## config.mk

```make
export PLATFORM = sky130hd
export DESIGN_NAME = dmem_loader_flat
export DESIGN_NICKNAME = d
export VERILOG_FILES = /design/src/rtl/dmem_loader_if.sv /design/src/rtl/dmem_loader.sv /design/src/flat_wrapper.sv
export SDC_FILE = /design/constraint.sdc
export NUM_CORES = 2
export LEC_CHECK = 0
export CAP_MARGIN = 25
export CELL_PAD_IN_SITES_DETAIL_PLACEMENT = 1
export CELL_PAD_IN_SITES_GLOBAL_PLACEMENT = 1
export CORE_MARGIN = 2
export CORE_UTILIZATION = 60
export CTS_CLUSTER_SIZE = 12
export DETAILED_ROUTE_END_ITERATION = 10
export PLACE_DENSITY_LB_ADDON = 0.1
export SLEW_MARGIN = 25
export SYNTH_ARGS = -nofsm -noshare
export SYNTH_HDL_FRONTEND = slang
export SYNTH_SLANG_ARGS = --single-unit
```

## constraint.sdc

```tcl
create_clock -name clk -period 8.12 [get_ports clk]
set_input_delay 1.218 -clock clk [delete_from_list [all_inputs] [get_ports clk]]
set_output_delay 1.218 -clock clk [all_outputs]
set_load 0.01 [all_outputs]
```

## src/rtl/dmem_loader_if.sv

```systemverilog
// Bus bundle for dmem_loader: CPU memory port, program-load byte stream and MMIO port.
// The slave modport is the loader side; master is the CPU/host side.
interface dmem_loader_if;
   logic [7:0] cpu_addr;
   logic [7:0] cpu_data_out;
   logic       cpu_R;
   logic       cpu_W;
   logic       cpu_stop;
   logic [7:0] mem_in;
   logic       cpu_rst;

   logic       ld_valid;
   logic [7:0] ld_data;
   logic       ld_last;
   logic       ld_ready;
   logic       ld_start;
   logic [7:0] ld_count;
   logic       halted;

   logic [7:0] io_in;
   logic [7:0] io_out;
   logic       io_strobe;

   modport master (
      output cpu_addr, cpu_data_out, cpu_R, cpu_W, cpu_stop,
      output ld_valid, ld_data, ld_last, ld_start, io_in,
      input  mem_in, cpu_rst, ld_ready, ld_count, halted, io_out, io_strobe
   );

   modport slave (
      input  cpu_addr, cpu_data_out, cpu_R, cpu_W, cpu_stop,
      input  ld_valid, ld_data, ld_last, ld_start, io_in,
      output mem_in, cpu_rst, ld_ready, ld_count, halted, io_out, io_strobe
   );
endinterface

```

## src/rtl/dmem_loader.sv

```systemverilog
// 256x8 data memory that is first filled from a byte stream, then serves a CPU until halt/reload.
// Optional memory-mapped I/O byte at IO_ADDR is enabled by defining DMEM_MMIO_EN.
module dmem_loader #(
   parameter logic [7:0] IO_ADDR = 8'hFF
) (
   input logic         clk,
   input logic         rst,
   dmem_loader_if.slave bus
);

   typedef enum logic [1:0] {LOAD, RUN, HALT} state_t;

   state_t     state;
   state_t     state_next;
   logic [7:0] ram [256];
   logic [7:0] ptr;
   logic [7:0] ptr_next;
   logic [7:0] count;
   logic [7:0] count_next;
   logic [7:0] io_reg;
   logic [7:0] io_next;
   logic       strobe_reg;
   logic       strobe_next;
   logic       wr_en;
   logic [7:0] wr_addr;
   logic [7:0] wr_data;
   logic       io_hit;

`ifdef DMEM_MMIO_EN
   assign io_hit = (bus.cpu_addr == IO_ADDR);
`else
   logic unused_cfg;
   assign io_hit     = 1'b0;
   assign unused_cfg = ^IO_ADDR;
`endif

   always_ff @(posedge clk) begin
      if (!rst) begin
         state      <= LOAD;
         ptr        <= 8'd0;
         count      <= 8'd0;
         io_reg     <= 8'd0;
         strobe_reg <= 1'b0;
      end else begin
         state      <= state_next;
         ptr        <= ptr_next;
         count      <= count_next;
         io_reg     <= io_next;
         strobe_reg <= strobe_next;
      end
   end

   // Reset blocks the write port so a reset landing mid-load leaves no stray byte.
   always_ff @(posedge clk) begin
      if (wr_en && rst) begin
         ram[wr_addr] <= wr_data;
      end
   end

   always_comb begin
      state_next  = state;
      ptr_next    = ptr;
      count_next  = count;
      io_next     = io_reg;
      strobe_next = 1'b0;
      wr_en       = 1'b0;
      wr_addr     = ptr;
      wr_data     = bus.ld_data;
      case (state)
         LOAD: begin
            if (bus.ld_valid) begin
               wr_en    = 1'b1;
               ptr_next = ptr + 8'd1;
               // Count wraps so a full 256-byte image reports zero.
               if (bus.ld_last || (ptr == 8'hFF)) begin
                  count_next = ptr + 8'd1;
                  ptr_next   = 8'd0;
                  state_next = RUN;
               end
            end
         end
         RUN: begin
            if (!bus.cpu_W) begin
               if (io_hit) begin
                  io_next     = bus.cpu_data_out;
                  strobe_next = 1'b1;
               end else begin
                  wr_en   = 1'b1;
                  wr_addr = bus.cpu_addr;
                  wr_data = bus.cpu_data_out;
               end
            end
            if (bus.ld_start) begin
               state_next = LOAD;
               ptr_next   = 8'd0;
            end else if (bus.cpu_stop) begin
               state_next = HALT;
            end
         end
         HALT: begin
            if (bus.ld_start) begin
               state_next = LOAD;
               ptr_next   = 8'd0;
            end
         end
         default: begin
            state_next = LOAD;
            ptr_next   = 8'd0;
         end
      endcase
   end

   // Read is combinational, so a same-cycle read/write returns the old byte.
   always_comb begin
      bus.mem_in = 8'd0;
      if ((state == RUN) && !bus.cpu_R) begin
         bus.mem_in = io_hit ? bus.io_in : ram[bus.cpu_addr];
      end
   end

   assign bus.ld_ready  = (state == LOAD);
   assign bus.cpu_rst   = (state == LOAD);
   assign bus.halted    = (state == HALT);
   assign bus.ld_count  = count;
   assign bus.io_out    = io_reg;
   assign bus.io_strobe = strobe_reg;

endmodule

```

## src/flat_wrapper.sv

```systemverilog
// flat-port wrapper written by rule: the top's interface ports become plain ports
module dmem_loader_flat 
#(
   parameter logic [7:0] IO_ADDR = 8'hFF
)
  (clk, rst, bus_cpu_addr, bus_cpu_data_out, bus_cpu_R, bus_cpu_W, bus_cpu_stop, bus_ld_valid, bus_ld_data, bus_ld_last, bus_ld_start, bus_io_in, bus_mem_in, bus_cpu_rst, bus_ld_ready, bus_ld_count, bus_halted, bus_io_out, bus_io_strobe);
  dmem_loader_if bus_i ();
  input logic clk;
  input logic rst;
  input wire logic [$bits(bus_i.cpu_addr)-1:0] bus_cpu_addr;
  input wire logic [$bits(bus_i.cpu_data_out)-1:0] bus_cpu_data_out;
  input wire logic [$bits(bus_i.cpu_R)-1:0] bus_cpu_R;
  input wire logic [$bits(bus_i.cpu_W)-1:0] bus_cpu_W;
  input wire logic [$bits(bus_i.cpu_stop)-1:0] bus_cpu_stop;
  input wire logic [$bits(bus_i.ld_valid)-1:0] bus_ld_valid;
  input wire logic [$bits(bus_i.ld_data)-1:0] bus_ld_data;
  input wire logic [$bits(bus_i.ld_last)-1:0] bus_ld_last;
  input wire logic [$bits(bus_i.ld_start)-1:0] bus_ld_start;
  input wire logic [$bits(bus_i.io_in)-1:0] bus_io_in;
  output wire logic [$bits(bus_i.mem_in)-1:0] bus_mem_in;
  output wire logic [$bits(bus_i.cpu_rst)-1:0] bus_cpu_rst;
  output wire logic [$bits(bus_i.ld_ready)-1:0] bus_ld_ready;
  output wire logic [$bits(bus_i.ld_count)-1:0] bus_ld_count;
  output wire logic [$bits(bus_i.halted)-1:0] bus_halted;
  output wire logic [$bits(bus_i.io_out)-1:0] bus_io_out;
  output wire logic [$bits(bus_i.io_strobe)-1:0] bus_io_strobe;
  assign bus_i.cpu_addr = bus_cpu_addr;
  assign bus_i.cpu_data_out = bus_cpu_data_out;
  assign bus_i.cpu_R = bus_cpu_R;
  assign bus_i.cpu_W = bus_cpu_W;
  assign bus_i.cpu_stop = bus_cpu_stop;
  assign bus_i.ld_valid = bus_ld_valid;
  assign bus_i.ld_data = bus_ld_data;
  assign bus_i.ld_last = bus_ld_last;
  assign bus_i.ld_start = bus_ld_start;
  assign bus_i.io_in = bus_io_in;
  assign bus_mem_in = bus_i.mem_in;
  assign bus_cpu_rst = bus_i.cpu_rst;
  assign bus_ld_ready = bus_i.ld_ready;
  assign bus_ld_count = bus_i.ld_count;
  assign bus_halted = bus_i.halted;
  assign bus_io_out = bus_i.io_out;
  assign bus_io_strobe = bus_i.io_strobe;
  dmem_loader #(.IO_ADDR(IO_ADDR)) u_core (.clk(clk), .rst(rst), .bus(bus_i));
endmodule
```

# Word level (Yosys, flattened, before mapping)

Memories as Yosys holds them, arrays and structs flattened.
Cells that the tools add are included.

Memories kept: 1
Input port bits: 40
Word-level logic and storage cells: 42
Output and inout port bits: 28
Bits in registers: 18
Memory bits (writable): 2048

Muxes and demuxes: 20
Add/subtract/negate cells: 1
Reductions and logical operators: 9
Equal/unequal tests: 8

Memory list:

| memory     | words | bits a word | read ports | clocked after memory_dff | write ports | RTL line          | text |
|---|---|---|---|---|---|---|---|
| u_core.ram | 256   | 8           | 1          | 0                        | 1           | dmem_loader.sv:15 | `logic [7:0] ram [256];` |

Operator list:

| kind                                                 | number |
|---|---|
| two-way mux 8 bit                                    | 8 |
| one-hot mux 8 bit (2 select lines)                   | 1 |
| two-way mux 2 bit                                    | 5 |
| adder 8 x 1 -> 8 bit (second input constant)         | 1 |
| equality test 8 bit (second input constant)          | 1 |
| one-hot mux 2 bit (3 select lines)                   | 1 |
| two-way mux 1 bit                                    | 4 |
| != test 2 x 1 -> 1 bit (second input constant)       | 2 |
| != test 2 bit (second input constant)                | 2 |
| AND reduction 4 bit                                  | 1 |
| != test 3 bit (second input constant)                | 1 |
| AND reduction 3 bit                                  | 1 |
| equality test 2 x 1 -> 1 bit (second input constant) | 1 |
| equality test 2 bit (second input constant)          | 1 |
| logical AND 1 bit                                    | 2 |
| zero test 2 bit                                      | 1 |
| one-hot mux 1 bit (2 select lines)                   | 1 |
| AND reduction 2 bit                                  | 1 |
| OR reduction 2 bit                                   | 1 |
| zero test 1 bit                                      | 1 |
| logical OR 1 bit                                     | 1 |

# Depth between registers and ports, before layout

Depth in word-level cells: 5
Gate-level depth with buffers: 12
Mapped depth without buffers: 8

# Worst setup path after synthesis

OpenSTA, ideal clock, no wires.

Path kind: input to register
Start point: input bus_cpu_W
End point: memory u_core.ram[0][0], data pin
Stages: 5
Buffers on the path: 2
Required time: 7.297 ns
Slack: 2.351 ns
Arrival: 4.946 ns
Cell sequence: nand2b_1 -> clkbuf_1 -> clkbuf_1 -> nand2_1 -> nand2_1

Cells in the longest elaborated chain, start to end: 2

Ends and longest elaborated chain:

| what                        | RTL line           | text |
|---|---|---|
| start, declared             | flat_wrapper.sv:13 | `input wire logic [$bits(bus_i.cpu_W)-1:0] bus_cpu_W;` |
| two-way mux 8 bit           | dmem_loader.sv:83  | `if (!bus.cpu_W) begin` |
| two-way mux 8 bit           | dmem_loader.sv:69  | `case (state)` |
| named net u_core.wr_data[0] | dmem_loader.sv:26  | `logic [7:0] wr_data;` |
| end, declared               | dmem_loader.sv:15  |  |

The timed path passes the listed nets, and every way through them passes these cells.

# Final worst setup path

Start point: input bus_cpu_addr[1]
End point: output bus_mem_in[0]

Cells in the longest elaborated chain, start to end: 2

Ends and longest elaborated chain:

| what                      | RTL line           | text |
|---|---|---|
| start, declared           | flat_wrapper.sv:10 | `input wire logic [$bits(bus_i.cpu_addr)-1:0] bus_cpu_addr;` |
| memory read (256 x 8 bit) | n/a                |  |
| two-way mux 8 bit         | dmem_loader.sv:116 | `if ((state == RUN) && !bus.cpu_R) begin` |
| end, declared             | flat_wrapper.sv:20 | `output wire logic [$bits(bus_i.mem_in)-1:0] bus_mem_in;` |

No other way between the ends.

==> impl_metrics.yaml <==
status:
  status: "completed"
logic_synthesis:
  synth_top_cell_by_area: "edfxtp_1"
  synth-edff-count: 2048
  syn_area_mm2: 0.0821
  synth_cells: 4171
  synth_area_leaders: "edfxtp_1 75%, mux4_2 9.6%, mux2i_1 3.3%"
  synth_cell_type_count: 77
  avgSynthCellArea_um2: 19.7
  synth_warnings: 0
  async_flop_share_pct: 0
  synthFlopType: "edfxtp_1"
  synth_seq_area_share_pct: 75.3
  yosys_register_bits: 2066
  synth.most_common_cell: "edfxtp_1"
  synthTopCellsByCount: "2,048 x edfxtp_1, 350 x mux4_2, 297 x nor2_1, 273 x mux2i_1, 130 x nand2_1"
  synth_top_area_share_pct: 74.9
routing:
  drtPass1Iterations: 5
  first_iter_violations: 6171
  ant_nets: 0
  post-route-drc-count: 0
  finalWirelength_mm: 233
  vias_per_cell: 7.05
  routedWlPerCell_um: 37.5
  vias: 43800
setup_path:
  reg2reg_from: "u_core.state[1]$_SDFFE_PN0P_"
  cp_max_fo: 72
  rr_worst_depth: 7
  cp.required_ns: 6.90
  rrSetupSlack_ns: 3.08
  criticalPathCategory: "in -> out"
  worstPathArrival_ns: 5.70
  startpoint_type: "primary input"
  r2r-end: "u_core.ram[102][5]$_DFFE_PP_"
  crit_path_end_kind: "output pin"
floorplanning:
  core_area_mm2: 0.136
  die_width_um: 374
  die_h_um: 374
  io_pins: 68
  fp-row-count: 135
  initial_core_util_pct: 60.5
  dieArea_mm2: 0.140
sta:
  worstMarginPinSlew_ns: 1.23
  rsz0062_at_grt: "false"
  slew_violations: 0
  max_freq_ghz: 0.145
  tns_ns: 0
  finalHoldViolCount: 0
  slew_headroom_pct: 17.9
  final-setup-viol-count: 0
  fin_skew_ns: 0.0280
  period_share_pct: 85.2
  final.min_clock_period_ns: 6.91
layout:
  layout-drive-gt1-share_pct: 18.0
  syn_to_final_growth_pct: 9.79
  post-route-cell-area_mm2: 0.0902
  n_fill_cell: 10900
  nets: 4345
power_and_ir_drop:
  ir_worst_vdd_v: 0.000226
  leakage_nw: 28.2
  cellPowerDensity_mw_per_mm2: 239
place:
  place_area_mm2: 0.0842
  io_buffer_count: 50
  dp.final_hpwl_mm: 146
  place.gp.congestion: 0.927
global_route:
  grt_overflow: 0
  grt_use_total_pct: 33.7
  antenna_found_initial: 16
  grt_max_degree: 193
  grt_pass1_wl_mm: 332
  grt_pass1_vias: 44500
cts:
  cts-hold-fix-buffers: 0
  cts_tree: "built"
  root_buffer: "clkbuf_16"
  cts_made_buffers: 204
  cts.sinks: 2066
  clk_path_buf_depth: 3
  cts_setup_buffers: 0
  cts-resized-gates: 0
  clk_pin_slew_ns: 0.06
  h-tree-depth: 4
  clock_latency_ns: 0.83
run:
  cap_violations: 0
worst_hold_path:
  worstHoldPathCells: 1
  hold_path.class: "reg -> reg"
  min_from: "u_core.bus.ld_count[2]$_SDFFE_PN0P_"
  worstHoldEndpoint: "u_core.bus.ld_count[2]$_SDFFE_PN0P_"
## worst max-delay path, cell delays in order
cell and delay [ns]:
buf_8 0.43, nand2_4 0.43, buf_12 0.35, o221ai_1 0.56, o22ai_1 0.21, a211oi_1 0.71, nand3_1 0.17, o22ai_1 0.67
clkdlybuf4s50_1 0.68
## flip-flops by register name, indices dropped and copies added (netlist names)
name,flops
u_core.bus.ld_count,8
u_core.state,2
u_core.ram,2048
u_core.ptr,8
## kinds of logic after synthesis
family / Yosys count / synth area share (%)
DFF: 2066 / 75.3
xor gates and xnor gates: 6 / 0.0640
AOI/OAI and AO/OA: 447 / 3.96
adders and majority gates: 4 / 0.0609
and+or+nand+nor: 703 / 3.99
other: 1 / 0.00457
muxes: 668 / 14.1
buffers and inverters: 276 / 2.47
## worst max-delay path by stage
stage	startpoint	end	slack, ns	cells after the start
6_report	bus_cpu_addr[1]	bus_mem_in[0]	1.21	9
5_1_grt	bus_cpu_addr[0]	bus_mem_in[7]	1.19	9
4_1_cts	bus_cpu_addr[0]	bus_mem_in[2]	1.36	9
3_5_place_dp	bus_cpu_addr[0]	bus_mem_in[7]	1.39	9
3_3_place_gp	bus_cpu_addr[0]	bus_mem_in[7]	1.42	9
2_1_floorplan	bus_cpu_W	u_core.ram[0][0]$_DFFE_PP_	2.35	5
## report_power, final
part / switching [W] / internal (W) / leakage (nW) / total, W
sequential: 0.00000438 / 0.0118 / 18.6 / 0.0118
clock: 0.00389 / 0.00465 / 2.81 / 0.00853
combinational: 0.000845 / 0.000360 / 6.82 / 0.00121
## routing by layer
metal  track usage, %  up-vias  wire [um]
met5                0        -         69
met4             12.1       12       8460
met3             7.73      427      24500
met2             52.2     2694     111000
met1             47.8    23200      89000
li1                 -    17500          -
## placed cells by master, fill, tap and decap left out, drive strengths merged, types with 5 or more instances in the layout
master	n
a2111oi	5
a211oi	30
a21boi	8
a21oi	43
a221oi	9
a22oi	13
a32o	8
a32oi	7
and2	15
buf	139
clkbuf	258
clkdlybuf4s50	46
clkinv	63
conb	9
dfxtp	18
edfxtp	2048
inv	10
mux2	13
mux2i	273
mux4	382
nand2	130
nand2b	12
nand3	51
nand3b	12
nand4	18
nor2	297
nor2b	17
nor3	82
nor3b	6
nor4	17
o211a	6
o21a	5
o21ai	85
o221ai	89
o22ai	101
o31ai	8
o32ai	11
or3	22
or3b	6
## per-stage QoR
| step | setup slack [ns] | hold slack [ns] | total power [W] | utilization [%] | instances |
|---|---|---|---|---|---|
| 3_5_place_dp | 1.39 | 0.490 | 0.0132 | 62.1 | 5874 |
| 3_3_place_gp | 1.42 | 0.481 | 0.0132 | 62.1 | 5874 |
| 5_1_grt | 1.19 | 0.523 | 0.0220 | 66.5 | 6202 |
| 4_1_cts | 1.36 | 0.504 | 0.0216 | 66.4 | 6200 |
| 6_report | 1.21 | 0.500 | 0.0216 | 66.5 | 6206 |
| 2_1_floorplan | 2.35 | 0.514 | 0.0128 | - | 4179 |
## layout make-up
cell class	instances	area [um^2]	share of cell area, %
diodes	4	10.0	0.0111
clock buffers	258	5370	5.96
clock inverters	68	438	0.486
inverters	7	28.8	0.0319
multi-input cells	1837	18400	20.4
flip-flops and latches	2066	61900	68.6
well taps	1781	2230	2.47
repair buffers	185	1790	1.98
(Power assumes the default switching activity.)
